==> src/rtl/lsu_arbiter.sv <==
// Arbitrates the shared 16-bit LSU between fetch and data ports, tracks the owner of the
// in-flight transaction and routes done pulses back. Define LSU_ARB_RR_EN for round-robin.
module lsu_arbiter (
  input  logic        clk,
  input  logic        a_rst,
  input  logic        f_req,
  input  logic [15:0] f_addr,
  output logic        f_ack,
  output logic        f_done,
  input  logic        d_req,
  input  logic [15:0] d_addr,
  input  logic [15:0] d_data,
  input  logic        d_width,
  input  logic        d_cmd,
  input  logic        d_lock,
  output logic        d_ack,
  output logic        d_done,
  output logic [15:0] lsu_rq_addr,
  output logic        lsu_rq_wr_addr,
  output logic [15:0] lsu_rq_data,
  output logic        lsu_rq_width,
  output logic        lsu_rq_cmd,
  output logic        lsu_rq_t_id,
  output logic        lsu_rq_start,
  input  logic        lsu_rq_ack,
  input  logic        mem_rdy,
  input  logic        mem_bus_assert,
  input  logic        lsu_t_id
);

  typedef enum logic [1:0] {IDLE, OWN_F, OWN_D, LOCK_D} state_t;

  state_t state_q, state_d;
  logic   last_grant_q, last_grant_d;  // 1 = data port granted last
  logic   f_elig, d_elig;
  logic   sel_fetch, sel_data;
  logic   complete;

  always_comb begin
    f_elig = f_req & (state_q != LOCK_D) & ~a_rst;
    d_elig = d_req & ~a_rst;
`ifdef LSU_ARB_RR_EN
    if (f_elig & d_elig) sel_fetch = last_grant_q;
    else                 sel_fetch = f_elig;
`else
    sel_fetch = f_elig & ~d_elig;
`endif
    sel_data = d_elig & ~sel_fetch;
  end

`ifndef LSU_ARB_RR_EN
  logic unused_last_grant;
  assign unused_last_grant = last_grant_q;
`endif

  // With no data selection the mux rests on the fetch port, including during reset.
  assign lsu_rq_start   = f_elig | d_elig;
  assign lsu_rq_addr    = sel_data ? d_addr : f_addr;
  assign lsu_rq_data    = sel_data ? d_data : 16'h0000;
  assign lsu_rq_width   = sel_data ? d_width : 1'b1;
  assign lsu_rq_cmd     = sel_data & d_cmd;
  assign lsu_rq_t_id    = sel_data;
  assign lsu_rq_wr_addr = 1'b1;

  assign f_ack = lsu_rq_ack & sel_fetch;
  assign d_ack = lsu_rq_ack & sel_data;

  // A transaction still on the bus after reset belongs to nobody: IDLE suppresses its done.
  assign complete = mem_rdy & mem_bus_assert & (state_q != IDLE) & ~a_rst;
  assign f_done   = complete & ~lsu_t_id;
  assign d_done   = complete & lsu_t_id;

  always_comb begin
    state_d      = state_q;
    last_grant_d = last_grant_q;
    if (f_ack) begin
      state_d      = OWN_F;
      last_grant_d = 1'b0;
    end else if (d_ack) begin
      state_d      = d_lock ? LOCK_D : OWN_D;
      last_grant_d = 1'b1;
    end else if (complete && (state_q != LOCK_D)) begin
      state_d = IDLE;
    end
  end

  always_ff @(posedge clk or posedge a_rst) begin
    if (a_rst) begin
      state_q      <= IDLE;
      last_grant_q <= 1'b1;
    end else begin
      state_q      <= state_d;
      last_grant_q <= last_grant_d;
    end
  end

endmodule

==> config.mk <==
export PLATFORM = sky130hd
export DESIGN_NAME = lsu_arbiter
export DESIGN_NICKNAME = d
export VERILOG_FILES = /design/src/rtl/lsu_arbiter.sv
export SDC_FILE = /design/constraint.sdc
export NUM_CORES = 1
export LEC_CHECK = 0
export CORE_MARGIN = 1.5
export CORE_UTILIZATION = 22
export CTS_CLUSTER_DIAMETER = 120
export DETAILED_ROUTE_END_ITERATION = 6
export GPL_TIMING_DRIVEN = 0
export MAX_ROUTING_LAYER = met4
export PLACE_DENSITY = 0.86
export SLEW_MARGIN = 20
export SYNTH_ARGS = -nofsm -noshare
export SYNTH_HDL_FRONTEND = slang
export SYNTH_SLANG_ARGS = --single-unit
==> constraint.sdc <==
create_clock -name clk -period 2.8 [get_ports clk]
set_input_delay 0.42 -clock clk [delete_from_list [all_inputs] [get_ports clk]]
set_output_delay 0.42 -clock clk [all_outputs]
set_load 0.05 [all_outputs]
* Yosys cells after proc, flatten, opt, wreduce, memory -nomap -nowiden *
Cells that the tools add are included.

storage, ports and cells
  bits in registers = 2
  logic and storage cells = 30
  output and inout bits = 41
  input port bits = 59

cells by class
  bitwise logic cells = 18
  reduce and logical (&&, ||, !) cells = 3
  mux-type cells = 7
  equal/unequal tests = 1

operator list
  kind                                  count
  2-to-1 mux 16 bit                     2
  bitwise AND 1 bit                     13
  2-to-1 mux 2 bit                      3
  inverter 1 bit                        4
  nonzero test 3 bit                    1
  2-to-1 mux 1 bit                      2
  != test 2 bit, second input constant  1
  nonzero test 2 bit                    1
  logical AND 1 bit                     1
  bitwise OR 1 bit                      1

* Longest topological paths before layout *
Gate-level depths: netlist of the first run.

  word-level depth = 9
  mapped depth = 4
  depth with buffers taken out = 3

* Least setup slack after synthesis of the first run *
Ideal clock, no wire load.

  kind = input -> output
  start = input d_req
  end = output lsu_rq_data[10]
  data required time = 2,380 ps
  path slack = 885 ps
  buffers on the path = 2
  stages on the path = 4
  arrival time = 1,495 ps
  cell sequence = nor2b_1 buf_6 buf_2 and2_1

between the ends
  cells in the longest elaborated chain, start to end = 6

RTL lines
  item                   RTL line  RTL
  from (decl)            10        input logic d_req,
  bitwise AND 1 bit *    41        d_elig = d_req & ~a_rst;
  inverter 1 bit         46        sel_fetch = f_elig & ~d_elig;
  bitwise AND 1 bit      46
  inverter 1 bit         48        sel_data = d_elig & ~sel_fetch;
  bitwise AND 1 bit *    48
  named net lsu_rq_t_id  23        output logic lsu_rq_t_id,
  2-to-1 mux 16 bit *    59        assign lsu_rq_data = sel_data ? d_data : 16'h0000;
  to (decl)              20        output logic [15:0] lsu_rq_data,

The timed path passes the listed nets; every way through them passes the cells marked *.

* Worst setup path after layout of the first run *
  start = input a_rst
  end = output f_ack

between the ends
  cells in the longest elaborated chain, start to end = 5
  elaborated cells on any way between the ends = 6
  those cells by class = bitwise (6)

RTL lines
  item                 RTL line  RTL
  from (decl)          5         input logic a_rst,
  inverter 1 bit *     40, 41
  bitwise AND 1 bit    41
  inverter 1 bit       46
  bitwise AND 1 bit *  46
  bitwise AND 1 bit *  65        assign f_ack = lsu_rq_ack & sel_fetch;
  to (decl)            8         output logic f_ack,

Every way passes the cells marked *; elsewhere a longest branch is shown, timed or not.

==> metrics.cfg, run 1 <==
[synthesis]
netlist_top_cells_area=mux2_4 29%, and2_1 20%, mux2_2 9.9%
yosys.area.top_type_share_pct=28.9
synth_top_area_cell=mux2_4
syn_inst=64
syn_area_per_cell_um2=8.91
synth_most_common_cell=and2_1
ys_warn_count=0
synthArstFlopShare_pct=100
synth_edf_count=0
ys_seq_area_share_pct=8.77
syn-num-nets=123
synth_top_cells_by_count=18 x and2_1, 11 x mux2_4, 5 x mux2_2
synth-seq-cells=2
synth-main-ff-cell=dfrtp_1
synth_cell_types=22
synthesis.area_um2=571

[sta]
rsz0062_at_grt=no
maxSlewViolCount=0
worst_slew_pin_slew_ns=0.516
fin_worst_skew_ns=0.000186
slew-limit-headroom_pct=65.6
setup_violations=0
finalCriticalPeriod_ns=2.65
hold_violations=0
fin_crit_sh_pct=94.5
fmax_ghz=0.378
setup_tns_ns=0

[worst_hold_path]
min_path_type=input port to asynchronous set/reset pin

[cts]
clock_latency_ns=0.23
cts_tree=built
path_clk_slew_ns=0.03
cts_made_buffers=3
clockBufferDepth=2
cts_root_buf=clkbuf_4
cts_hold_buf=0
clock_sinks=2
ctsHtreeMaxLevel=1
cts_setup_buffers=0

[pwr]
peakVddDrop_mv=0.235
finalPower_w=0.000432
cellPowerDensity_nw_per_um2=267
p_leak_nw=0.884

[status]
status=finished, final reports clean

[route]
drt_wl_total_mm=2.68
antenna_left=0
drtPass1Iterations=2
vias=854
routed_via_density=4.38
dr.first_iter.drc_count=6
drc=0
wire_per_inst_um=13.8

[floorplanning]
dieArea_um2=2910
floorplan.initialDensity_pct=23.2
die_y_um=53.9
row_count=18
ios=100
core_um2=2450
die_w_um=53.9

[layout]
fin_cells=195
diodes=0
regMostFlops=state_q
multi_input_area_um2=454
largest_reg_flops=2
synthToLayoutAreaGrowth_pct=184
largestRegisters=state_q (2)
nets=226
drive_gt1_share_pct=14.5
nFillCells=208
layout.area.seq_um2=50.0

[setup_path]
rrSetupSlack_ns=1.77
r2r-start=state_q[1]
crit_fanout=6
r2r_cells=3
path_class=input port to output port
cp-start-kind=input port
required_ns=2.38
arrival_ns=2.23
endpoint_kind=output port
timing.rr.end=state_q[0]

[place]
hpwlAfterDp_mm=2.30
port_buffers=98
place_congestion=0.727
placed_cells=192

[global_route]
grt_max_degree=11
grt-ovfl-total=0
grt_antenna_before_repair=0
grt_pass1_vias=735
grt_first_pass_wirelength_mm=3.33
track_usage_pct=16.5

[flow_run]
maxCapViolations=0

cell usage in the layout, fill, tap and decap left out:
cell             netlist  layout
inv_1                  3       3
buf_2                  1       1
nand3_1                1       1
buf_6                  2       2
o31ai_1                2       2
buf_4                  1       1
o2111ai_1              1       1
nor2_1                 4       4
nor2b_1                3       3
mux2_4                11      11
o21a_1                 1       1
and2_1                18      18
o211ai_1               1       1
clkdlybuf4s50_1        0      64
buf_12                 1       1
a22oi_1                1       1
nand3b_1               1       1
dlygate4sd2_1          0      21
mux2_2                 5       5
dlymetal6s2s_1         0      13
dfrtp_1                2       2
conb_1                 1       1
nand2_1                1       1
a21boi_0               1       1
nand2b_1               2       2
clkbuf_4               0       3
worst max-delay path by stage:
stage                                 end  depth (start not counted)   from
after floorplan           lsu_rq_data[10]                          4  d_req
after global placement    lsu_rq_addr[12]                          6  d_req
after detailed placement  lsu_rq_addr[12]                          6  d_req
after CTS                  lsu_rq_addr[1]                          5  d_req
final                               f_ack                          5  a_rst
after global routing         lsu_rq_width                          6  a_rst
critical path, cell delays in order:
cell and delay [ns]:
clkdlybuf4s50_1 0.51, nor2b_1 0.28, nand3b_1 0.15, inv_1 0.07, clkdlybuf4s50_1 0.79
per-stage QoR:
stage | hold slack, ns | area, um2 | util [%] | setup slack [ns]
after detailed placement | 0.562 | 1590 | 64.7 | -0.0960
after global routing | 0.541 | 1620 | 65.9 | 0.0836
after global placement | 0.540 | 1590 | 64.7 | -0.0728
after floorplan | 0.169 | 571 | - | 0.885
after CTS | 0.510 | 1590 | 64.6 | 0.00959
final | 0.519 | 1620 | 65.9 | 0.154
cells by family after synthesis:
family | synth area share, %
AO/OA/AOI/OAI | 9.43
AND/OR/NAND/NOR | 30.7
multiplexers | 38.8
flip-flops | 8.77
buffers and inverters | 11.6
other | 0.657
routing by layer:
layer	part of all wire, %	up-vias	track usage, %	routed length (um)
met4	0.71	0	5.13	19
li1	-	416	-	-
met5	0	-	-	0
met1	33	382	16.3	892
met3	13	4	6.39	356
met2	53	52	29.7	1420
power by group:
| group | internal (W) | leakage, nW | total [W] | switching, W |
|---|---|---|---|---|
| registers | 0.0000358 | 0.0240 | 0.0000437 | 0.00000792 |
| logic | 0.000154 | 0.846 | 0.000323 | 0.000170 |
| clock network | 0.0000473 | 0.0138 | 0.0000646 | 0.0000173 |
cell type report:
| type | count | area share [%] |
|---|---|---|
| repair buffers | 98 | 61.0 |
| multi-input cells | 54 | 28.1 |
| plain buffers | 5 | 3.40 |
| flip-flops and latches | 2 | 3.09 |
| well taps | 30 | 2.32 |
| clock buffers | 3 | 1.39 |
| inverters | 3 | 0.696 |
repair_timing:
action                                  4_1_cts  5_1_grt
endpoints found under the hold margin         0        0
resized for setup                            21       13
endpoints found under the setup margin       21       13
Power figures use the tool's default switching activity.
==> run 2, diff against run 1 <==
- ABC_AREA: unset -> 1
==> metrics.cfg, run 2 <==
[sta]
hold_violations=0  ; unchanged
setup_tns_ns=0  ; unchanged
slew-limit-headroom_pct=65.4  ; -0.16 points
fin_crit_sh_pct=95.8  ; +1.3 points
finalCriticalPeriod_ns=2.68  ; +0.0357 ns
worst_slew_pin_slew_ns=0.518  ; +0.00233 ns
rsz0062_at_grt=no
maxSlewViolCount=0  ; unchanged
fmax_ghz=0.373  ; -1.3%
fin_worst_skew_ns=0.00581  ; +0.00563 ns
setup_violations=0  ; unchanged

[route]
dr.first_iter.drc_count=8  ; +2
wire_per_inst_um=9.22  ; -33%
drtPass1Iterations=4  ; +2
drc=0  ; unchanged
routed_via_density=4.01  ; -8.5%
drt_wl_total_mm=2.29  ; -15%
vias=994  ; +16%
antenna_left=0  ; unchanged

[place]
hpwlAfterDp_mm=1.97  ; -14%
port_buffers=98  ; unchanged
place_area_um2=1590  ; -0.16%
place_congestion=0.730  ; +0.37%

[setup_path]
crit_slowest_cell=clkdlybuf4s50_1
crit_fanout=10  ; +4
arrival_ns=2.26  ; +0.03 ns
cp_slowest_stage_delay_ns=0.80  ; about the same
path_class=input port to output port
path_cells=clkdlybuf4s50_1, inv_2, nand2_4, inv_2, buf_4, nand2_1, nand2_1, clkdlybuf4s50_1
required_ns=2.38  ; about the same
endpoint_kind=output port
cp-start-kind=input port

[synthesis]
syn_area_per_cell_um2=4.86  ; -46%
synthesis.area_um2=568  ; -0.44%
synth_top_cells_by_count=54 x nand2_1, 21 x nor2_1, 20 x inv_1
syn-num-nets=176  ; +43%
synth_edf_count=0  ; unchanged
synthArstFlopShare_pct=100  ; unchanged
syn_inst=117  ; +83%
synth-main-ff-cell=dfrtp_1
ys_seq_area_share_pct=8.81  ; +0.039 points
ys_warn_count=0  ; unchanged
synth_top_area_cell=nand2_1
synth_cell_types=15  ; -32%
synth-seq-cells=2  ; unchanged
synth_most_common_cell=nand2_1
netlist_top_cells_area=nand2_1 36%, nor2_1 14%, inv_1 13%
yosys.area.top_type_share_pct=35.7  ; +6.7 points

[cts]
cts_root_buf=clkbuf_4
cts_made_buffers=3  ; unchanged
clock_latency_ns=0.23  ; about the same
ctsHtreeMaxLevel=1  ; unchanged
cts_tree=built
clockBufferDepth=2  ; unchanged
clock_sinks=2  ; unchanged
path_clk_slew_ns=0.03  ; about the same

[floorplanning]
row_count=18  ; unchanged
dieArea_um2=2900  ; -0.41%
die_w_um=53.8  ; -0.20%
core_um2=2450  ; unchanged
floorplan.initialDensity_pct=23.1  ; -0.10 points
die_y_um=53.8  ; -0.20%
ios=100  ; unchanged

[layout]
largestRegisters=state_q (2)
synthToLayoutAreaGrowth_pct=185
regMostFlops=state_q
largest_reg_flops=2  ; unchanged
final_common_cell=clkdlybuf4s50_1
final_cell_area_um2=1620  ; +0.23%
diodes=0  ; unchanged
final_cell_mix=93 x clkdlybuf4s50_1, 54 x nand2_1, 21 x nor2_1, 20 x inv_1, 5 x dlymetal6s2s_1
drive_gt1_share_pct=7.80  ; -6.7 points
nFillCells=220  ; +5.8%
nets=279  ; +23%

[global_route]
grt_first_pass_wirelength_mm=3.42  ; +2.5%
grt-ovfl-total=0  ; unchanged
grt_antenna_before_repair=0  ; unchanged
grt_pass1_vias=868  ; +18%
grt_max_degree=11  ; unchanged
track_usage_pct=16.3  ; -0.23 points

[pwr]
cellPowerDensity_nw_per_um2=273  ; +2.4%
p_leak_nw=0.845  ; -4.4%
peakVddDrop_mv=0.297  ; +26%

[worst_hold_path]
min_path_type=input port to asynchronous set/reset pin

[status]
status=finished, final reports clean

[flow_run]
maxCapViolations=0  ; unchanged

-- run 2: layer usage --
| metal | GRT usage, % | wire, um | share of wire (%) |
|---|---|---|---|
| met1 | 17.8 | 915 | 40 |
| met2 | 28.9 | 1140 | 50 |
| met3 | 3.89 | 214 | 9.4 |
| met4 | 5.13 | 17 | 0.74 |
| met5 | - | 0 | 0 |
-- run 2: final timing paths --
check	cells past startpoint	endpoint	slack, ns	from
worst max-delay path	8	lsu_rq_addr[6]	0.12	a_rst
max in group asynchronous	2	state_q[0]	2.27	a_rst
min in group clk	2	state_q[0]	0.52	state_q[0]
worst max register to register	6	state_q[0]	1.80	state_q[0]
worst min-delay path	2	state_q[1]	0.39	a_rst
worst min register to register	2	state_q[0]	0.52	state_q[0]
-- run 2: repair_timing --
item	in CTS	in global routing
hold buffers	0	0
setup buffers	0	0
gates resized for setup	0	5
endpoints found under the setup margin	0	5
-- run 2: layout make-up --
cell class / instances / area, um2 / area share (%)
well taps: 30 / 37.5 / 2.31
inverters: 22 / 82.6 / 5.09
multi-input cells: 87 / 372 / 22.9
repair buffers: 98 / 993 / 61.3
clock buffers: 3 / 22.5 / 1.39
plain buffers: 6 / 63.8 / 3.94
flip-flops and latches: 2 / 50.0 / 3.09
-- run 2: cells by family after synthesis --
| kind of cell | Yosys count | synth area share, % |
|---|---|---|
| and+or+nand+nor | 85 | 63.2 |
| AOI/OAI and AO/OA | 1 | 1.54 |
| buffers and inverters | 28 | 25.8 |
| other | 1 | 0.660 |
| DFF | 2 | 8.81 |
-- run 2: critical path, delay by kind of cell --
family	cells	cell delay, ns
and+or+nand+nor	3	0.18
buffers and inverters	5	1.64
-- run 2: stage by stage --
| stage | setup slack, ns | power (W) | hold slack [ns] | utilization, % | cells |
|---|---|---|---|---|---|
| after floorplan | 0.885 | 0.000227 | 0.181 | - | 117 |
| after global placement | 0.107 | 0.000379 | 0.514 | 64.6 | 245 |
| after detailed placement | 0.0864 | 0.000382 | 0.509 | 64.6 | 245 |
| after CTS | 0.0903 | 0.000450 | 0.386 | 65.5 | 248 |
| after global routing | 0.000140 | 0.000473 | 0.409 | 66.1 | 248 |
| final | 0.119 | 0.000443 | 0.390 | 66.1 | 248 |
-- run 2: report_power, final --
part | total, W | switching (W) | internal (W)
Sequential | 0.0000390 | 0.00000404 | 0.0000349
Combinational | 0.000340 | 0.000188 | 0.000152
Clock | 0.0000639 | 0.0000166 | 0.0000473
